$ cat src/rtl/uart_pkg.sv
// Shared constants and state types for the memory-mapped UART.
package uart_pkg;

    localparam int OVERSAMPLE = 16;

    localparam logic [7:0] TXDATA_ADDR  = 8'h00;
    localparam logic [7:0] RXDATA_ADDR  = 8'h04;
    localparam logic [7:0] STATUS_ADDR  = 8'h08;
    localparam logic [7:0] CTRL_ADDR    = 8'h0C;
    localparam logic [7:0] BAUDDIV_ADDR = 8'h10;
    localparam logic [7:0] INTSTAT_ADDR = 8'h14;

    localparam int ST_TX_BUSY   = 0;
    localparam int ST_RX_VALID  = 1;
    localparam int ST_RX_OVR    = 2;
    localparam int ST_FRAME_ERR = 3;
    localparam int ST_PAR_ERR   = 4;

    localparam int CT_TX_EN     = 0;
    localparam int CT_RX_EN     = 1;
    localparam int CT_TXDONE_IE = 2;
    localparam int CT_RXDONE_IE = 3;
    localparam int CT_PAR_EN    = 4;

    localparam int IS_TX_DONE = 0;
    localparam int IS_RX_DONE = 1;

    typedef enum logic [2:0] {
        TX_IDLE, TX_START, TX_DATA, TX_PAR, TX_STOP
    } tx_state_t;

    typedef enum logic [2:0] {
        RX_IDLE, RX_START, RX_DATA, RX_PAR, RX_STOP
    } rx_state_t;

endpackage

$ cat src/rtl/uart_baud_gen.sv
// Oversample tick generator: one-cycle tick every div+1 clocks.
module uart_baud_gen (
    input  logic        clk,
    input  logic        resetn,
    input  logic        restart,
    input  logic [15:0] div,
    output logic        tick
);

    logic [15:0] cnt;

    assign tick = (cnt == div);

    always_ff @(posedge clk) begin
        if (resetn || restart) begin
            cnt <= '0;
        end else if (tick) begin
            cnt <= '0;
        end else begin
            cnt <= cnt + 16'd1;
        end
    end

endmodule

$ cat src/rtl/uart_apb_subsystem.sv
// Memory-mapped 8N1 UART: register file, TX/RX engines and level IRQ.
// Define UART_PARITY_EN for optional even-parity (8E1) framing.
module uart_apb_subsystem
    import uart_pkg::*;
#(
    parameter logic [15:0] DEFAULT_DIV = 16'd7,
    parameter int          ADDR_W      = 32
) (
    input  logic              clk,
    input  logic              resetn,
    input  logic              transfer,
    input  logic              write_read,
    input  logic [ADDR_W-1:0] addr,
    input  logic [31:0]       wdata,
    output logic [31:0]       rdata,
    output logic              tx,
    input  logic              rx,
    output logic              IRQ
);

`ifdef UART_PARITY_EN
    localparam logic [4:0] CTRL_MASK = 5'h1F;
`else
    localparam logic [4:0] CTRL_MASK = 5'h0F;
`endif
    localparam logic [3:0] LAST = 4'(OVERSAMPLE - 1);
    localparam logic [3:0] HALF = 4'(OVERSAMPLE / 2 - 1);

    logic [7:0]  reg_addr;
    logic        wr, rd;
    logic        sel_tx, sel_rx, sel_st, sel_ct, sel_bd, sel_is;
    logic [4:0]  ctrl;
    logic [15:0] bauddiv;
    logic [7:0]  rxdata;
    logic        rx_valid, rx_overrun, frame_err, par_err;
    logic        tx_done, rx_done;
    logic        tick, tx_en, rx_en, par_en, tx_busy;
    logic        tx_fin, rx_fin, ferr_set, perr_set;
    logic [31:0] rd_mux;
    logic        unused_bits;

    tx_state_t   tx_state;
    logic [3:0]  tx_cnt;
    logic [2:0]  tx_bit;
    logic [7:0]  tx_shift;
    logic        tx_par;

    rx_state_t   rx_state;
    logic [3:0]  rx_cnt;
    logic [2:0]  rx_bit;
    logic [7:0]  rx_shift;
    logic        rx_s1, rx_s2, rx_s3;

    assign reg_addr = addr[7:0];
    assign wr       = transfer & write_read;
    assign rd       = transfer & ~write_read;
    assign sel_tx   = reg_addr == TXDATA_ADDR;
    assign sel_rx   = reg_addr == RXDATA_ADDR;
    assign sel_st   = reg_addr == STATUS_ADDR;
    assign sel_ct   = reg_addr == CTRL_ADDR;
    assign sel_bd   = reg_addr == BAUDDIV_ADDR;
    assign sel_is   = reg_addr == INTSTAT_ADDR;
    assign unused_bits = ^{addr[ADDR_W-1:8], wdata[31:16]};

    assign tx_en    = ctrl[CT_TX_EN];
    assign rx_en    = ctrl[CT_RX_EN];
    assign par_en   = ctrl[CT_PAR_EN];
    assign tx_busy  = tx_state != TX_IDLE;
    assign tx_fin   = tick && tx_state == TX_STOP && tx_cnt == LAST;
    assign rx_fin   = rx_en && tick && rx_state == RX_STOP && rx_cnt == LAST;
    assign ferr_set = rx_fin && !rx_s2;
    assign perr_set = rx_en && tick && rx_state == RX_PAR
                      && rx_cnt == LAST && (rx_s2 != ^rx_shift);

    uart_baud_gen u_baud (
        .clk     (clk),
        .resetn  (resetn),
        .restart (wr & sel_bd),
        .div     (bauddiv),
        .tick    (tick)
    );

    always_comb begin
        rd_mux = '0;
        unique case (1'b1)
            sel_rx:  rd_mux = {24'd0, rxdata};
            sel_st:  rd_mux = {27'd0, par_err, frame_err, rx_overrun,
                               rx_valid, tx_busy};
            sel_ct:  rd_mux = {27'd0, ctrl};
            sel_bd:  rd_mux = {16'd0, bauddiv};
            sel_is:  rd_mux = {30'd0, rx_done, tx_done};
            default: rd_mux = '0;
        endcase
    end

    // Hardware set terms sit outside the clear terms so a same-edge set wins
    always_ff @(posedge clk) begin
        if (resetn) begin
            ctrl       <= '0;
            bauddiv    <= DEFAULT_DIV;
            rxdata     <= '0;
            rx_valid   <= 1'b0;
            rx_overrun <= 1'b0;
            frame_err  <= 1'b0;
            par_err    <= 1'b0;
            tx_done    <= 1'b0;
            rx_done    <= 1'b0;
            rdata      <= '0;
            IRQ        <= 1'b0;
        end else begin
            if (wr && sel_ct) ctrl <= wdata[4:0] & CTRL_MASK;
            if (wr && sel_bd) bauddiv <= wdata[15:0];
            if (rx_fin) rxdata <= rx_shift;
            if (rd) rdata <= rd_mux;
            rx_valid   <= rx_fin | (rx_valid & ~(rd & sel_rx));
            rx_overrun <= (rx_fin & rx_valid)
                        | (rx_overrun & ~(wr & sel_st & wdata[ST_RX_OVR]));
            frame_err  <= ferr_set
                        | (frame_err & ~(wr & sel_st & wdata[ST_FRAME_ERR]));
            par_err    <= perr_set
                        | (par_err & ~(wr & sel_st & wdata[ST_PAR_ERR]));
            tx_done    <= tx_fin
                        | (tx_done & ~(wr & sel_is & wdata[IS_TX_DONE]));
            rx_done    <= rx_fin
                        | (rx_done & ~(wr & sel_is & wdata[IS_RX_DONE]));
            IRQ        <= (tx_done & ctrl[CT_TXDONE_IE])
                        | (rx_done & ctrl[CT_RXDONE_IE]);
        end
    end

    always_ff @(posedge clk) begin
        if (resetn) begin
            tx_state <= TX_IDLE;
            tx       <= 1'b1;
            tx_cnt   <= '0;
            tx_bit   <= '0;
            tx_shift <= '0;
            tx_par   <= 1'b0;
        end else if (tx_state == TX_IDLE) begin
            if (wr && sel_tx && tx_en) begin
                tx_state <= TX_START;
                tx       <= 1'b0;
                tx_shift <= wdata[7:0];
                tx_par   <= ^wdata[7:0];
                tx_cnt   <= '0;
                tx_bit   <= '0;
            end
        end else if (tick) begin
            tx_cnt <= tx_cnt + 4'd1;
            if (tx_cnt == LAST) begin
                unique case (tx_state)
                    TX_START: begin
                        tx_state <= TX_DATA;
                        tx       <= tx_shift[0];
                    end
                    TX_DATA: begin
                        tx_bit   <= tx_bit + 3'd1;
                        tx_shift <= {1'b0, tx_shift[7:1]};
                        if (tx_bit != 3'd7) begin
                            tx <= tx_shift[1];
                        end else if (par_en) begin
                            tx_state <= TX_PAR;
                            tx       <= tx_par;
                        end else begin
                            tx_state <= TX_STOP;
                            tx       <= 1'b1;
                        end
                    end
                    TX_PAR: begin
                        tx_state <= TX_STOP;
                        tx       <= 1'b1;
                    end
                    default: tx_state <= TX_IDLE;
                endcase
            end
        end
    end

    always_ff @(posedge clk) begin
        if (resetn) begin
            rx_s1    <= 1'b1;
            rx_s2    <= 1'b1;
            rx_s3    <= 1'b1;
            rx_state <= RX_IDLE;
            rx_cnt   <= '0;
            rx_bit   <= '0;
            rx_shift <= '0;
        end else begin
            rx_s1 <= rx;
            rx_s2 <= rx_s1;
            rx_s3 <= rx_s2;
            if (!rx_en) begin
                rx_state <= RX_IDLE;
            end else if (rx_state == RX_IDLE) begin
                if (rx_s3 && !rx_s2) begin
                    rx_state <= RX_START;
                    rx_cnt   <= '0;
                    rx_bit   <= '0;
                end
            end else if (tick) begin
                rx_cnt <= rx_cnt + 4'd1;
                unique case (rx_state)
                    RX_START: begin
                        // Mid-start check rejects short glitches
                        if (rx_cnt == HALF) begin
                            rx_cnt   <= '0;
                            rx_state <= rx_s2 ? RX_IDLE : RX_DATA;
                        end
                    end
                    RX_DATA: begin
                        if (rx_cnt == LAST) begin
                            rx_shift <= {rx_s2, rx_shift[7:1]};
                            rx_bit   <= rx_bit + 3'd1;
                            if (rx_bit == 3'd7) begin
                                rx_state <= par_en ? RX_PAR : RX_STOP;
                            end
                        end
                    end
                    RX_PAR: begin
                        if (rx_cnt == LAST) rx_state <= RX_STOP;
                    end
                    default: begin
                        if (rx_cnt == LAST) rx_state <= RX_IDLE;
                    end
                endcase
            end
        end
    end

endmodule

$ cat config.mk
export PLATFORM = sky130hd
export DESIGN_NAME = uart_apb_subsystem
export DESIGN_NICKNAME = d
export VERILOG_FILES = /design/src/rtl/uart_pkg.sv /design/src/rtl/uart_baud_gen.sv /design/src/rtl/uart_apb_subsystem.sv
export SDC_FILE = /design/constraint.sdc
export NUM_CORES = 1
export LEC_CHECK = 0
export CORE_ASPECT_RATIO = 1.5
export CORE_MARGIN = 2
export CORE_UTILIZATION = 46
export DETAILED_ROUTE_END_ITERATION = 6
export MAX_ROUTING_LAYER = met4
export PLACE_DENSITY = 0.87
export SLEW_MARGIN = 20
export SYNTH_ARGS = -nofsm -noshare
export SYNTH_HDL_FRONTEND = slang
export SYNTH_SLANG_ARGS = --single-unit
$ cat constraint.sdc
create_clock -name clk -period 2.6 [get_ports clk]
set_clock_uncertainty 0.05 [all_clocks]
set_input_delay 0.52 -clock clk [delete_from_list [all_inputs] [get_ports clk]]
set_output_delay 0.52 -clock clk [all_outputs]
set_load 0.02 [all_outputs]
# Word-level counts from Yosys, hierarchy flattened
# Index checks and enable logic that the tools add are counted.
# totals
regBits	123
inputBits	69
out_inout_bits	34
word_cells	177
# op_classes
n_addsub	5
eq_ne	27
muxes	46
n_bitwise	36
reduce_logical	39
# op_table
op	n
16-bit case mux with 5 select lines	1
3-bit 2-to-1 mux	23
8-bit 2-to-1 mux	5
4-bit 2-to-1 mux	8
1-bit bitwise AND	20
3-bit case mux with 3 select lines	2
16-bit by 1-bit adder with 16-bit output, second input constant	1
16-bit equality test	1
8-bit by 4-bit equality test with 1-bit output, second input constant	2
8-bit by 5-bit equality test with 1-bit output, second input constant	2
3-bit != test, second input constant	5
1-bit logical AND	14
3-bit by 2-bit equality test with 1-bit output, second input constant	4
4-bit AND reduction	3
2-bit nonzero test	6
5-bit AND reduction	2
3-bit equality test, second input constant	3
1-bit NOT	9
4-bit by 1-bit adder with 4-bit output, second input constant	2
4-bit equality test, second input constant	2
8-bit by 3-bit equality test with 1-bit output, second input constant	1
8-bit zero test	1
8-bit XOR reduction	1
1-bit bitwise OR	7
other kinds (18)	28

# Longest topological paths before layout
# Gate-level depths: netlist of the first run.
# depth
ltp_word	6
mapped_depth	8
ltp_nobuf	7

# Cells and area by module
# From an unflattened synthesis of the first run, not the netlist that was laid out.
# hier_totals
cells_unflattened	582
hier_area_um2	5097.4
# modules_own_cells
module	n_inst	cells_per_inst	area_each_um2
uart_apb_subsystem	1	480	4176.5
uart_baud_gen	1	102	920.9

# Worst setup path before layout of the first run
# Ideal clock, no wire load.
# synth_timing
kind	input to register
from	input addr[0]
to	register tx_shift[7]
setup_ns	0.117
t_arrival_ns	2.292
setup_slack_ns	0.141
cell_stages	7
path_cell_list	or4_1 nor4_2 o21ai_0 nor3_1 buf_2 nor3_1 a32o_1
# synth_between
elab_chain_len	5
# synth_rtl
item	line_no	rtl
from (decl)	uart_apb_subsystem.sv:13	input logic [ADDR_W-1:0] addr,
8-bit zero test	uart_apb_subsystem.sv:57	assign sel_tx = reg_addr == TXDATA_ADDR;
1-bit logical AND (2 in series)	uart_apb_subsystem.sv:140	if (wr && sel_tx && tx_en) begin
2-bit by 1-bit != test with 1-bit output (no source line)	n/a	
4-bit AND reduction (no source line)	n/a	
to (signal assigned)	uart_apb_subsystem.sv:143	tx_shift <= wdata[7:0];
to (signal assigned)	uart_apb_subsystem.sv:158	tx_shift <= {1'b0, tx_shift[7:1]};
to (decl)	uart_apb_subsystem.sv:45	logic [7:0] tx_shift;
# No other way between the ends.
# A chain may end at the register's enable or synchronous reset.

# Worst setup path after layout of the first run
# layout_timing
from	register bauddiv[13]
to	register tx_done
# layout_between
elab_chain_len	4
# layout_rtl
item	line_no	rtl
from (decl)	uart_apb_subsystem.sv:33	logic [15:0] bauddiv;
from (signal assigned)	uart_apb_subsystem.sv:112	if (wr && sel_bd) bauddiv <= wdata[15:0];
16-bit equality test	uart_baud_gen.sv:12	assign tick = (cnt == div);
1-bit logical AND (2 in series)	uart_apb_subsystem.sv:69	assign tx_fin = tick && tx_state == TX_STOP && tx_cnt == LAST;
1-bit bitwise OR	uart_apb_subsystem.sv:123	| (tx_done & ~(wr & sel_is & wdata[IS_TX_DONE]));
to (signal assigned)	uart_apb_subsystem.sv:122	tx_done <= tx_fin
to (decl)	uart_apb_subsystem.sv:36	logic tx_done, rx_done;
# No other way between the ends.

==> summary.txt, run 1 <==
Timing
  – Fmax achieved: 0.405 GHz
  – Final Hold Viols: 0
  – Slew Limit Fails: 0
  – Final setup TNS: 0 ps
  – Unrepaired setup endpoints after global routing: no
  – Max_slew headroom: 64.9%
  – Tmin final: 2470 ps
  – Hold Slack: 369 ps
  – Final setup margin: 128 ps
  – # setup viols final: 0
  – Final period util: 95.1%
  – Slew @ Worst Pin: 523 ps

Yosys
  – Avg Inst Size Synth: 8.44 um^2
  – Cell count after synthesis: 595
  – YS warnings: 0
  – Ranking of synthesized cells by area: dfxtp_1 43%, nand2_1 6.1%, nor2_1 5.4%
  – Asr flop ratio synth: 0%
  – Number of synthesized flops with an enable pin: 0
  – Mapped Area: 5020 um^2
  – FF+latch count, synth: 107
  – Ys flop type: dfxtp_1
  – Yosys cell types: 49
  – Leading area contributor after synthesis: dfxtp_1
  – Sequential share of the synthesized area: 42.7%
  – Synth top area share: 42.7%

Global route
  – Vias in the first global route: 4335
  – First-pass GRT wire length: 20.4 mm
  – Initial antenna violation count: 0
  – Total grt overflow: 0
  – GRT Total Usage: 22.3%
  – Largest net degree at the start of global routing: 41

Setup path
  – Critical Path Source Type: flip-flop
  – Setup crit end kind: flip-flop
  – Largest delay share family, worst path: simple AND/OR/NAND/NOR gates
  – Critical Path RT: 2830 ps
  – Worst path depth: 7
  – Critical-path top delay cell: or4b_1
  – R2R Path Start: bauddiv[13]$_SDFFE_PP0P_
  – Setup Crit Path Kind: reg2reg
  – Crit-path max FO: 4
  – Cells along the critical path: xor2_1 > nor4_1 > nand4_1 > buf_4 > or2_1 > or4b_1 > a21oi_1
  – R2R cell count: 7
  – CP Data Arrival Time: 2700 ps
  – Slowest stage delay, CP: 570 ps
  – Reg-to-Reg End: tx_done$_SDFF_PP0_
  – Critical path buffer and inverter count: 1
  – R2R Setup Slk: 130 ps

Hold path
  – WHS Path Cells: 1
  – Hold Path Origin: rx_s1$_SDFF_PP1_
  – Worst Hold End: rx_s2$_SDFF_PP1_
  – Min-Delay Path Class: reg2reg

Drt
  – Vias per cell: 5.63
  – DRT Wirelength: 12.8 mm
  – DR WL/cell: 15.8 um
  – Vias: 4564
  – Initial DRC count: 347
  – TritonRoute pass-1 iters: 5
  – Number of remaining DRC errors: 0
  – ANT nets after route: 0

CTS
  – CTS buffer count: 9
  – TritonCTS clock tree: yes
  – Clock Path Buffers: 2
  – Clock latency on the worst-skew pair: 350 ps
  – Clock root buffer: clkbuf_16
  – Reg clk slew, reported paths: 70 ps
  – H-tree lvl count: 3
  – Hold Buf Count CTS: 0
  – TritonCTS Sinks: 107

Floorplan
  – Ports: 103
  – Starting density of the core: 47.4%
  – DIE AREA: 11800 um^2
  – Die Wd: 89.3 um
  – Die H: 132 um
  – # rows: 46
  – Core Region: 10600 um^2

Power and ir drop
  – Clock share of power: 41.7%
  – Internal: 2.48 mW
  – LEAKAGE: 2.47 nW
  – Combinational share of power: 6.4%
  – Worst IR drop on VDD: 0.374 mV
  – P_sw: 0.711 mW
  – Power, Total: 3.19 mW
  – Pwr dens: 521 nW/um^2
  – Sw Share: 22.3%
  – Seq pwr share: 51.9%

Place
  – RePlAce Congestion: 0.902
  – PortBufs: 46
  – Placed insts: 792
  – Post-place setup slack: -274 ps
  – HPWL Detailed: 9.28 mm

Run status
  – Status: finished, final reports clean

Cells and area
  – Nets: 738
  – Diode count: 0
  – Final cell count without fillers: 811
  – Ratio of cells with drive above 1 in the final layout: 12.3%
  – Layout area overhead: 22.1%

Job
  – Max Cap Violations: 0
[per-layer routing]
| layer | track usage (%) | part of all wire [%] | routed length [um] | vias to the layer above |
|---|---|---|---|---|
| met5 | - | 0 | 0 | - |
| met4 | 9.62 | 2.6 | 336 | 0 |
| met3 | 3.13 | 6.0 | 771 | 27 |
| met2 | 37.0 | 51 | 6520 | 202 |
| met1 | 26.4 | 41 | 5220 | 2152 |
| li1 | - | - | - | 2183 |
[registers in the layout (all words and copies together), names as in the netlist, 3 cells and up]
| signal | count |
|---|---|
| tx_shift | 8 |
| tx_state | 3 |
| rx_cnt | 4 |
| rxdata | 8 |
| ctrl | 4 |
| bauddiv | 16 |
| rx_shift | 8 |
| u_baud.cnt | 16 |
| rx_state | 3 |
| rx_bit | 3 |
| rdata | 16 |
| tx_cnt | 4 |
| tx_bit | 3 |
[stage by stage]
step,area (um^2),util (%)
floorplan,5080,-
global placement,5780,54.5
detailed placement,5780,54.5
CTS,6060,57.3
global route,6130,57.9
finish,6130,57.9
[synth_stat cells, drive strengths merged (2+ instances only)]
| cell type | instances |
|---|---|
| buf | 22 |
| inv | 5 |
| a21oi | 38 |
| a222oi | 3 |
| nand3 | 25 |
| nor3 | 20 |
| a31oi | 3 |
| or4b | 2 |
| o21bai | 2 |
| mux2i | 24 |
| a41o | 2 |
| a22oi | 19 |
| xnor2 | 13 |
| or2 | 4 |
| ha | 7 |
| nor4 | 9 |
| or4 | 4 |
| o211ai | 2 |
| xor2 | 25 |
| mux2 | 6 |
| and2 | 4 |
| o21ai | 10 |
| nor3b | 2 |
| and3 | 6 |
| dfxtp | 107 |
| a22o | 6 |
| clkbuf | 26 |
| or3 | 7 |
| nand2 | 81 |
| nand4 | 4 |
| nor2b | 7 |
| nand2b | 7 |
| or3b | 7 |
| a221oi | 3 |
| a211o | 2 |
| nor2 | 72 |
[area by class of cell]
| cell class | count | area (um^2) |
|---|---|---|
| clock inverters | 4 | 51.3 |
| well taps | 144 | 180 |
| clock buffers | 12 | 236 |
| fillers | 935 | 4460 |
| repair buffers | 89 | 792 |
| inverters | 5 | 18.8 |
| multi-input cells | 450 | 2710 |
| flip-flops and latches | 107 | 2140 |
[worst max path at each step]
stage                             startpoint                       end  slack, ps
global route                         addr[0]  tx_shift[3]$_SDFFE_PP0P_         10
detailed placement                   addr[0]    rdata[12]$_SDFFE_PP0P_       -270
CTS                 bauddiv[11]$_SDFFE_PP0P_        tx_done$_SDFF_PP0_         50
finish              bauddiv[13]$_SDFFE_PP0P_        tx_done$_SDFF_PP0_        130
global placement                     addr[0]    rdata[15]$_SDFFE_PP0P_       -260
floorplan                            addr[0]  tx_shift[7]$_SDFFE_PP0P_        140
[placed cells by master (no fill, tap or decap), drive strengths merged, types with 5 or more instances in the layout]
master         count
conb              16
clkbuf            12
nor4               9
nor2              72
a22oi             19
nand3             25
ha                 7
buf               44
mux2i             24
nand2b             7
clkdlybuf4s50     45
nand2             81
nor2b              7
a22o               6
inv                5
or3                7
mux2               6
dfxtp            107
and3               6
nor3              20
or3b               7
xor2              25
xnor2             13
o21ai             10
a21oi             38
[cell families (layout without fill, tap and decap cells)]
kind of cell	Yosys count	after routing	synth area share, %
adder cells (fa/ha/maj)	7	7	1.74
other	1	16	0.0747
multiplexers	30	30	6.13
AO/OA/AOI/OAI	96	96	12.5
AND/OR/NAND/NOR	263	263	24.9
buffers and inverters	53	110	5.33
XOR/XNOR	38	38	6.63
flip-flops	107	107	42.7
[power by group through the flow]
stage                     registers (mW)  clock network [mW]  logic (mW)
after floorplan                     1.70                   0       0.113
after global placement              1.69                   0       0.191
after detailed placement            1.69                   0       0.195
after CTS                           1.66                1.35       0.197
after global routing                1.66                1.41       0.219
final                               1.66                1.33       0.203
[what timing repair did]
action | CTS | global route
resized for setup | 0 | 10
endpoints found under the setup margin | 0 | 24
setup buffers | 0 | 2
(Power assumes the default switching activity.)
==> run 2: changes to the inputs <==
--- a/config.mk
+++ b/config.mk
@@ -11,6 +11,7 @@
 export DETAILED_ROUTE_END_ITERATION = 6
 export MAX_ROUTING_LAYER = met4
 export PLACE_DENSITY = 0.87
+export RECOVER_POWER = 50
 export SLEW_MARGIN = 20
 export SYNTH_ARGS = -nofsm -noshare
 export SYNTH_HDL_FRONTEND = slang
==> run 2 against run 1 <==
- non-clock buffer count did not move
- design area decreased by 0.14%
- sequential share of layout area increased by 0.050 points
- count of clock-buffer cells in the layout stayed put
- fmax decreased by 1.2%
- final cell count stayed put
- via count down 0.94%
- highest routed layer unchanged
==> summary.txt, run 2 (same netlist as run 1, synthesis figures left out) <==
Cells and area
  – Ratio of cells with drive above 1 in the final layout: 11.8% (-0.45 points)
  – Nets: 738 (unchanged)
  – Multi-input gate area: 2710 um^2 (unchanged)
  – Reg area: 2140 um^2 (unchanged)
  – Commonest non-fill, non-tap cells in the layout: 107 x dfxtp_1, 81 x nand2_1, 72 x nor2_1
  – Top flop regs: bauddiv x16, rdata x16, u_baud.cnt x16
  – Diode count: 0 (unchanged)
  – Layout area overhead: 21.9%
  – Commonest non-fill, non-tap cell in the layout: dfxtp_1
  – # fillers: 937 (+0.21%)

Global route
  – Largest net degree at the start of global routing: 41 (unchanged)
  – Initial antenna violation count: 0 (unchanged)
  – GRT Total Usage: 22.3% (unchanged)
  – First-pass GRT wire length: 20.4 mm (unchanged)
  – Total grt overflow: 0 (unchanged)
  – Vias in the first global route: 4335 (unchanged)

Timing
  – Hold Slack: 369 ps (-0.0240 ps)
  – # setup viols final: 0 (unchanged)
  – Final Hold Viols: 0 (unchanged)
  – Final period util: 96.2% (+1.2 points)
  – Tmin final: 2500 ps (+30.0 ps)
  – Slew Limit Fails: 0 (unchanged)
  – Unrepaired setup endpoints after global routing: no
  – Max_slew headroom: 39.8% (-25 points)
  – Slew @ Worst Pin: 903 ps (+380 ps)
  – Final setup TNS: 0 ps (unchanged)
  – Fmax achieved: 0.400 GHz (-1.2%)

Setup path
  – Crit-path max FO: 13 (+9)
  – Critical Path Source Type: input pin
  – Slowest stage delay, CP: 650 ps (+80 ps)
  – CP Data Arrival Time: 2730 ps (+30 ps)
  – Reg-to-Reg End: rx_shift[7]$_SDFFE_PP0P_
  – Cells along the critical path: dlygate4sd3_1 > nand3b_1 > nor4_2 > buf_4 > o21ai_0 > nor3_2 > buf_6 > or3b_2 > a21oi_1
  – R2R Setup Slk: 120 ps (about the same)
  – Critical-path top delay cell: dlygate4sd3_1
  – R2R Path Start: bauddiv[13]$_SDFFE_PP0P_
  – Setup crit end kind: flip-flop
  – Critical Path RT: 2830 ps (about the same)
  – R2R cell count: 7 (unchanged)
  – Setup Crit Path Kind: in2reg

Hold path
  – WHS Path Cells: 1 (unchanged)
  – Min-Delay Path Class: reg2reg
  – Hold Path Origin: rx_s1$_SDFF_PP1_
  – Worst Hold End: rx_s2$_SDFF_PP1_

Floorplan
  – Ports: 103 (unchanged)
  – Core Region: 10600 um^2 (unchanged)
  – DIE AREA: 11800 um^2 (unchanged)
  – Starting density of the core: 47.4% (unchanged)
  – Die Wd: 89.3 um (unchanged)
  – Die H: 132 um (unchanged)
  – # rows: 46 (unchanged)

Drt
  – Initial DRC count: 331 (-4.6%)
  – ANT nets after route: 0 (unchanged)
  – Vias: 4521 (-0.94%)
  – Number of remaining DRC errors: 0 (unchanged)
  – DRT Wirelength: 12.7 mm (-0.74%)
  – TritonRoute pass-1 iters: 5 (unchanged)
  – DR WL/cell: 15.7 um (-0.74%)
  – Vias per cell: 5.57 (-0.94%)

Place
  – PortBufs: 46 (unchanged)
  – RePlAce Congestion: 0.902 (unchanged)
  – HPWL Detailed: 9.28 mm (unchanged)

Run status
  – Status: finished, final reports clean

Power and ir drop
  – Power, Total: 3.19 mW (about the same)
  – LEAKAGE: 2.51 nW (+1.8%)
  – Pwr dens: 521 nW/um^2 (about the same)
  – Worst IR drop on VDD: 0.374 mV (about the same)

CTS
  – Clock Path Buffers: 2 (unchanged)
  – Clock latency on the worst-skew pair: 350 ps (about the same)
  – H-tree lvl count: 3 (unchanged)
  – CTS buffer count: 9 (unchanged)
  – Reg clk slew, reported paths: 70 ps (about the same)
  – TritonCTS clock tree: yes
  – TritonCTS Sinks: 107 (unchanged)
  – Clock root buffer: clkbuf_16

Job
  – Max Cap Violations: 0 (unchanged)
[run 2: changes by cell type in the layout (fill, tap and decap cells not counted)]
cell | previous run | this run
buf_2 | 2 | 1
and2_1 | 4 | 2
dlygate4sd3_1 | 0 | 19
buf_4 | 40 | 36
clkdlybuf4s50_1 | 45 | 26
and2_0 | 0 | 2
clkbuf_1 | 3 | 6
clkbuf_4 | 0 | 2
[run 2: cell type report]
class                   instances  share of cell area [%]
well taps                     144                    2.94
flip-flops and latches        107                    35.0
inverters                       5                   0.307
repair buffers                 89                    12.8
clock buffers                  12                    3.87
clock inverters                 4                   0.838
multi-input cells             450                    44.2
[run 2: where the power goes]
| group | internal [mW] | leakage (nW) | switching (mW) |
|---|---|---|---|
| clock network | 0.748 | 0.137 | 0.583 |
| registers | 1.65 | 0.863 | 0.00908 |
| logic | 0.0826 | 1.51 | 0.118 |
[run 2: layer usage]
layer	wire, um	up-vias	global-route usage (%)
li1	-	2177	-
met1	5210	2127	26.4
met2	6490	186	37.0
met3	696	31	3.13
met4	356	0	9.62
met5	0	-	-
[run 2: worst max path at each step]
| stage | slack [ps] | to | from |
|---|---|---|---|
| final | 100 | tx_shift[3]$_SDFFE_PP0P_ | addr[2] |
| after floorplan | 140 | tx_shift[7]$_SDFFE_PP0P_ | addr[0] |
| after global placement | -260 | rdata[15]$_SDFFE_PP0P_ | addr[0] |
| after global routing | 10 | tx_shift[3]$_SDFFE_PP0P_ | addr[0] |
| after detailed placement | -270 | rdata[12]$_SDFFE_PP0P_ | addr[0] |
| after CTS | 50 | tx_done$_SDFF_PP0_ | bauddiv[11]$_SDFFE_PP0P_ |
[run 2: critical path: cells and delay by family]
family / cells / cell delay, ps
buf+inv: 3 / 940
compound gates: 2 / 430
simple gates: 4 / 830
[run 2: per-stage QoR]
step                      instance area [um^2]  std cells  setup WS [ps]  util, %
after CTS                                 6060        808           48.9     57.3
final                                     6120        811           98.0     57.8
after global routing                      6120        811           11.6     57.8
after floorplan                           5080        610            141        -
after detailed placement                  5780        792           -274     54.5
after global placement                    5780        792           -259     54.5
[run 2: repair_timing]
| action | 4_1_cts | 5_1_grt |
|---|---|---|
| hold endpoints to repair | 0 | 0 |
| hold buffers | 0 | 0 |
| setup endpoints to repair | 0 | 24 |
| buffers inserted | 0 | 2 |
| gates resized for setup | 0 | 10 |
